===== src/rtl/interp_block_sequencer.sv =====
// Per-block controller for the sub-pixel interpolation datapath: row fill, filter wait, row emit.
// Optional stall counter output is enabled by defining INTERP_SEQ_PERF_EN.
module interp_block_sequencer #(
    parameter int unsigned ROWS_FULL = 15,
    parameter int unsigned ROWS_OUT  = 8,
    parameter int unsigned FILT_LAT  = 2
) (
    input  logic        i_clock,
    input  logic        i_reset,
    input  logic        i_start,
    input  logic [1:0]  i_frac_x,
    input  logic [1:0]  i_frac_y,
    input  logic        i_src_valid,
    output logic        o_src_ready,
    output logic        o_in_load_l,
    output logic        o_out_load_l,
    output logic [7:0]  o_out_sel,
    output logic [3:0]  o_cfg_frac,
    output logic        o_busy,
    output logic        o_done
`ifdef INTERP_SEQ_PERF_EN
    ,
    output logic [15:0] o_stall_cnt
`endif
);

    localparam int unsigned WAIT_W = (FILT_LAT > 0) ? $clog2(FILT_LAT + 1) : 1;

    typedef enum logic [2:0] {
        StIdle,
        StFill,
        StWait,
        StEmit,
        StDone
    } state_e;

    state_e            r_state;
    logic [4:0]        r_row_cnt;
    logic [4:0]        r_rows_needed;
    logic [WAIT_W-1:0] r_wait_cnt;
    logic              r_busy;
    logic              r_done;
    logic              r_out_load_l;
    logic [7:0]        r_out_sel;
    logic [3:0]        r_cfg_frac;

    logic w_src_ready;
    logic w_accept;
    logic w_last_row;
    logic w_wait_over;
    logic w_last_out;

    // Handshake is combinational so each accepted row shifts in the same cycle.
    assign w_src_ready = (r_state == StFill);
    assign w_accept    = w_src_ready & i_src_valid;
    assign w_last_row  = ((r_row_cnt + 5'd1) == r_rows_needed);
    // FILT_LAT of zero still spends one cycle in WAIT.
    assign w_wait_over = ((32'(r_wait_cnt) + 32'd1) >= FILT_LAT);
    assign w_last_out  = (r_out_sel == 8'(ROWS_OUT - 1));

    always_ff @(posedge i_clock or posedge i_reset) begin
        if (i_reset) begin
            r_state       <= StIdle;
            r_row_cnt     <= 5'd0;
            r_rows_needed <= 5'd0;
            r_wait_cnt    <= '0;
            r_busy        <= 1'b0;
            r_done        <= 1'b0;
            r_out_load_l  <= 1'b1;
            r_out_sel     <= 8'd0;
            r_cfg_frac    <= 4'd0;
        end else begin
            r_done <= 1'b0;
            unique case (r_state)
                StIdle: begin
                    if (i_start) begin
                        r_cfg_frac    <= {i_frac_y, i_frac_x};
                        r_row_cnt     <= 5'd0;
                        // Zero vertical phase bypasses the vertical taps.
                        r_rows_needed <= (i_frac_y == 2'd0) ? 5'(ROWS_OUT) : 5'(ROWS_FULL);
                        r_busy        <= 1'b1;
                        r_state       <= StFill;
                    end
                end
                StFill: begin
                    if (w_accept) begin
                        r_row_cnt <= r_row_cnt + 5'd1;
                        if (w_last_row) begin
                            r_wait_cnt <= '0;
                            r_state    <= StWait;
                        end
                    end
                end
                StWait: begin
                    if (w_wait_over) begin
                        r_out_load_l <= 1'b0;
                        r_out_sel    <= 8'd0;
                        r_state      <= StEmit;
                    end else begin
                        r_wait_cnt <= r_wait_cnt + WAIT_W'(1);
                    end
                end
                StEmit: begin
                    if (w_last_out) begin
                        r_out_load_l <= 1'b1;
                        r_done       <= 1'b1;
                        r_state      <= StDone;
                    end else begin
                        r_out_sel <= r_out_sel + 8'd1;
                    end
                end
                StDone: begin
                    r_busy  <= 1'b0;
                    r_state <= StIdle;
                end
                default: r_state <= StIdle;
            endcase
        end
    end

`ifdef INTERP_SEQ_PERF_EN
    logic [15:0] r_stall_cnt;

    always_ff @(posedge i_clock or posedge i_reset) begin
        if (i_reset) begin
            r_stall_cnt <= 16'd0;
        end else if ((r_state == StIdle) && i_start) begin
            r_stall_cnt <= 16'd0;
        end else if ((r_state == StFill) && !i_src_valid && (r_stall_cnt != 16'hFFFF)) begin
            r_stall_cnt <= r_stall_cnt + 16'd1;
        end
    end

    assign o_stall_cnt = r_stall_cnt;
`endif

    assign o_src_ready  = w_src_ready;
    assign o_in_load_l  = ~w_accept;
    assign o_out_load_l = r_out_load_l;
    assign o_out_sel    = r_out_sel;
    assign o_cfg_frac   = r_cfg_frac;
    assign o_busy       = r_busy;
    assign o_done       = r_done;

endmodule


===== config.mk =====
export PLATFORM = sky130hd
export DESIGN_NAME = interp_block_sequencer
export DESIGN_NICKNAME = d
export VERILOG_FILES = /design/src/rtl/interp_block_sequencer.sv
export SDC_FILE = /design/constraint.sdc
export NUM_CORES = 1
export LEC_CHECK = 0
export CORE_AREA = 4 4 65 67
export CTS_CLUSTER_SIZE = 14
export DETAILED_ROUTE_END_ITERATION = 10
export DIE_AREA = 0 0 69 71
export SLEW_MARGIN = 5
export SYNTH_ARGS = -nofsm -noshare
export SYNTH_HDL_FRONTEND = slang
export SYNTH_SLANG_ARGS = --single-unit

===== constraint.sdc =====
create_clock -name i_clock -period 1.8 [get_ports i_clock]
set_input_delay 0.45 -clock i_clock [delete_from_list [all_inputs] [get_ports i_clock]]
set_output_delay 0.45 -clock i_clock [all_outputs]
set_load 0.02 [all_outputs]

# After elaboration in Yosys (flattened, before gate mapping)
# Index checks and enable logic that the tools add are counted.
[word_totals]
register_bits = 30
out_inout_bits = 17
inputBits = 8
wordCells = 66
[op_classes]
add_sub_neg = 4
n_eq_ne = 13
mux = 24
bitwise_logic = 2
order_cmp = 1
n_reduce_logical = 13
[op_table]
columns = ["op", "count"]
rows = [
  ["two-way mux 3 bit", 6],
  ["two-way mux 8 bit", 2],
  ["case mux 8 bit (2 select lines)", 1],
  ["case mux 3 bit (4 select lines)", 1],
  ["two-way mux 5 bit", 2],
  ["!= test 2 bit (second input constant)", 5],
  ["case mux 5 bit (2 select lines)", 1],
  ["AND reduction 3 bit", 3],
  ["adder 8 x 1 -> 8 bit (second input constant)", 1],
  ["== test 8 x 3 -> 1 bit (second input constant)", 1],
  ["nonzero test 2 bit", 4],
  ["== test 3 x 2 -> 1 bit (second input constant)", 2],
  ["two-way mux 2 bit", 3],
  ["adder 5 x 1 -> 5 bit (second input constant)", 1],
  ["== test 5 bit", 1],
  ["two-way mux 1 bit", 5],
  ["AND reduction 5 bit", 1],
  ["!= test 2 x 1 -> 1 bit (second input constant)", 2],
  ["case mux 1 bit (2 select lines)", 2],
  ["case mux 2 bit (2 select lines)", 1],
  ["AND reduction 2 bit", 2],
  ["AND reduction 4 bit", 1],
  ["adder 2 x 1 -> 3 bit (second input constant)", 1],
  ["== test 3 x 1 -> 1 bit (second input constant)", 1],
  ["other kinds (7)", 7],
]

# Longest topological paths before layout
[depth]
depth_word = 5
mapped_depth = 6
ltp_nobuf = 6

# Worst setup path before layout
# Ideal clock, no wire load.
[synth_timing]
path_type = "register -> register"
start = "reg r_out_sel[3], in the netlist o_out_sel[3]"
end = "reg r_out_sel[1], in the netlist o_out_sel[1]"
setup_ns = 0.120
arrival_ns = 1.734
period_less_slack_ns = 1.853
slack_ns = -0.053
path_buffers = 0
path_stages_with_launch = 5
required_ns = 1.680
cell_sequence = "dfrtp_1 -> or4_4 -> or3_4 -> and3_4 -> a31o_1"
[synth_between]
elab_chain_len = 3
[synth_lines]
columns = ["item", "line_no", "text"]
rows = [
  ["start: declaration", "44", "logic [7:0] r_out_sel;"],
  ["start signal: assignment", "109", "r_out_sel <= r_out_sel + 8'd1;"],
  ["== test 8 x 3 -> 1 bit", "59", "assign w_last_out = (r_out_sel == 8'(ROWS_OUT - 1));"],
  ["!= test 2 bit (no line)", "n/a", ""],
  ["AND reduction 3 bit (no line)", "n/a", ""],
]
# No other way between the ends.
# A chain may end at the register's enable or synchronous reset.

# Worst setup path in the final report
# Ends and elaborated chain as after synthesis.

==> run summary <==
status: finished, final reports clean
Clock Sinks: 27
LEAKAGE: 0.8407 nW
switch share: 38.94%
clk_lat worst skew: 280 ps
Core ar.: 3633 sq um
HP Start: r_row_cnt[4]
Logic pwr share: 51.2%
Synth Warn #: 0
Max H-tree Level: 1
CP bufs+invs: 0
hpwl dp: 2.279 mm
area of placed instances: 1807 sq um
Post-synth ARST share: 100.0%
Fill cells: 361
Initial Utilization: 39.02%
first-pass GRT wire length: 5.402 mm
largest net degree at the start of global routing: 28
Die H: 71 um
critical path required time: 1980 ps
layout net count: 191
Hold Worst Slack: 500.9 ps
layout cell share with drive strength beyond 1: 25.14%
sequential share of the synthesized area: 47.75%
wire length per cell: 13.74 um
Final Max Slew Viols: 0
Clk network pwr share: 13.2%
DR vias/cell: 5.163
CP cell instances: or4_4 -> or3_4 -> and3_4 -> a31o_1
class of the worst hold path: register to register
Rel. slew slack: 70.61%
Seq pwr share: 35.6%
crit path kind: register to register
die width: 69 um
Final min period: 1796 ps
Avg Cell Area, Syn: 10.58 sq um
TritonRoute pass-1 iters: 4
max_cap viols: 0
flops & latches, synth: 27
Max stage delay on crit path: 560 ps
number of antenna diodes: 0
family with the most delay on the worst path: simple AND/OR/NAND/NOR gates
initial antenna violation count: 0
Max Clock Skew: 12.05 ps
total number of vias: 1,172
Die ar.: 4899 sq um
worst-path fanout max: 4
Finish-stage setup viols: 0
Worst Setup End Kind: register
placer's final routability congestion estimate: 0.8443
Worst VDD drop: 535.0 uV
DRT Wirelength: 3.119 mm
clock slew at reported path FFs: 100 ps
worst-case clock buffer depth: 2
unrepaired setup endpoints after global routing: true
Cell variety after synth: 42
Worst Path Arrival: 1980 ps
CTS buffer count: 3
total grt overflow: 0
Syn Nets: 145
startpoint types: register
CTS tree: yes
Mapped Cells: 134
design area: 1874 sq um
RR Startpoint: o_out_sel[3]
NetSw: 1.037 mW
Root Driver: clkbuf_8
vias in the first global route: 1,210
cell-internal power: 1.626 mW
predominant post-synthesis flop cell: dfrtp_1
fin crit share: 99.77%
Pwr Density: 1421 nW/um^2
Synth-to-Final Area Change: 32.22%
fmax: 0.5568 GHz
ANT nets after route: 0
Total Routing Usage GR: 13.41%
# rows: 22
Port-buffer cells: 24
Post-route DRC: 0
IO Pins: 25
Syn Std Cell Area: 1418 sq um
worst-margin pin slew: 439.2 ps
CP Launch Point: o_out_sel[3]
initial DRC count: 54
Hold Vio Cnt, Final: 0
critical-path cell with the highest stage delay: or4_4
EDFF count, synth: 0
[Yosys cell counts, types with 2 or more instances]
master	instances	area (sq um)
nand3_1	5	25.02
xnor2_1	6	52.55
o21ai_0	8	40.04
o211ai_1	2	15.01
nand4_1	2	12.51
nand2_1	10	37.54
clkbuf_8	2	27.53
nor3_1	2	10.01
nor2b_1	3	18.77
inv_1	4	15.01
a21oi_1	5	25.02
nand3b_1	4	30.03
xor2_1	5	43.79
mux2_2	4	45.04
mux2i_1	2	20.02
dfrtp_1	26	650.6
ha_1	3	37.54
nor2_1	15	56.30
o311ai_0	3	26.28
[flip-flops by register name, indices dropped and copies added (netlist names)]
register,flops
o_done,1
o_busy,1
o_out_sel,8
r_row_cnt,5
r_state,3
o_cfg_frac,4
r_rows_needed,2
o_out_load_l,1
r_wait_cnt,2
[metal layers]
layer	routed length, um	track usage, %	vias to the layer above
li1	-	-	569
met5	0	0	-
met4	71	6.291	0
met2	1496	23.09	29
met3	152	2.983	6
met1	1399	15.89	568
[logic make-up after synthesis]
| group | after synthesis | synth area share, % |
|---|---|---|
| AOI/OAI and AO/OA | 24 | 11.12 |
| xor gates and xnor gates | 11 | 6.796 |
| adders and majority gates | 3 | 2.648 |
| buffers and inverters | 8 | 4.060 |
| DFF | 27 | 47.75 |
| muxes | 6 | 4.589 |
| and+or+nand+nor | 55 | 23.04 |
[power by group through the flow]
stage	Clock (mW)	Sequential (mW)	Combinational [mW]
5_1_grt	0.392	0.976	1.50
3_5_place_dp	0	0.963	1.33
2_1_floorplan	0	1.07	0.675
6_report	0.353	0.948	1.36
4_1_cts	0.370	0.950	1.31
3_3_place_gp	0	0.954	1.30
[area by class of cell]
type,count,area [sq um],area share [%]
inverter,4,15.01,0.8011
tap,48,60.06,3.204
multi-input combinational,99,695.7,37.12
clock inverter,1,5.005,0.2670
clock buffer,3,41.29,2.203
sequential,27,680.7,36.32
timing repair buffer,45,376.6,20.09
[per-stage QoR]
stage	std cells	setup slack, ps	util [%]	TNS [ps]	power [mW]
after floorplan	134	-14.82	-	-14.82	1.748
after global placement	219	-255.3	49.72	-255.4	2.255
after detailed placement	219	-275.0	49.72	-321.1	2.290
after CTS	224	6.771	50.96	0	2.632
after global routing	227	-23.66	51.58	-23.66	2.870
final	227	4.122	51.58	0	2.663
[timing repair]
item	in CTS	in global routing
endpoints found under the setup margin	12	7
hold buffers	0	0
buffers inserted	1	3
gates cloned	0	0
resized for setup	15	5
pin swaps	1	6
hold endpoints to repair	0	0
[worst paths after layout]
| kind | slack, ps | cells past startpoint | to |
|---|---|---|---|
| max | 4 | 4 | o_out_sel[1] |
| min | 500 | 1 | r_row_cnt[4] |
| max reg2reg | 4 | 4 | o_out_sel[1] |
| min reg2reg | 500 | 1 | r_row_cnt[4] |
| max in group asynchronous | 980 | 3 | o_out_load_l |
| min in group asynchronous | 520 | 3 | o_out_sel[2] |
[cell usage in the layout, fill, tap and decap left out, drive strengths merged, types with 5 or more instances in the layout]
master | synthesis | layout
dlygate4sd2 | 0 | 9
nand3 | 5 | 5
buf | 1 | 22
a21oi | 5 | 5
nor2 | 15 | 15
xor2 | 5 | 5
clkdlybuf4s50 | 0 | 13
nand2 | 10 | 10
dfrtp | 26 | 26
o21ai | 8 | 8
xnor2 | 6 | 6
Note: power is estimated with default switching activity, not from simulation.
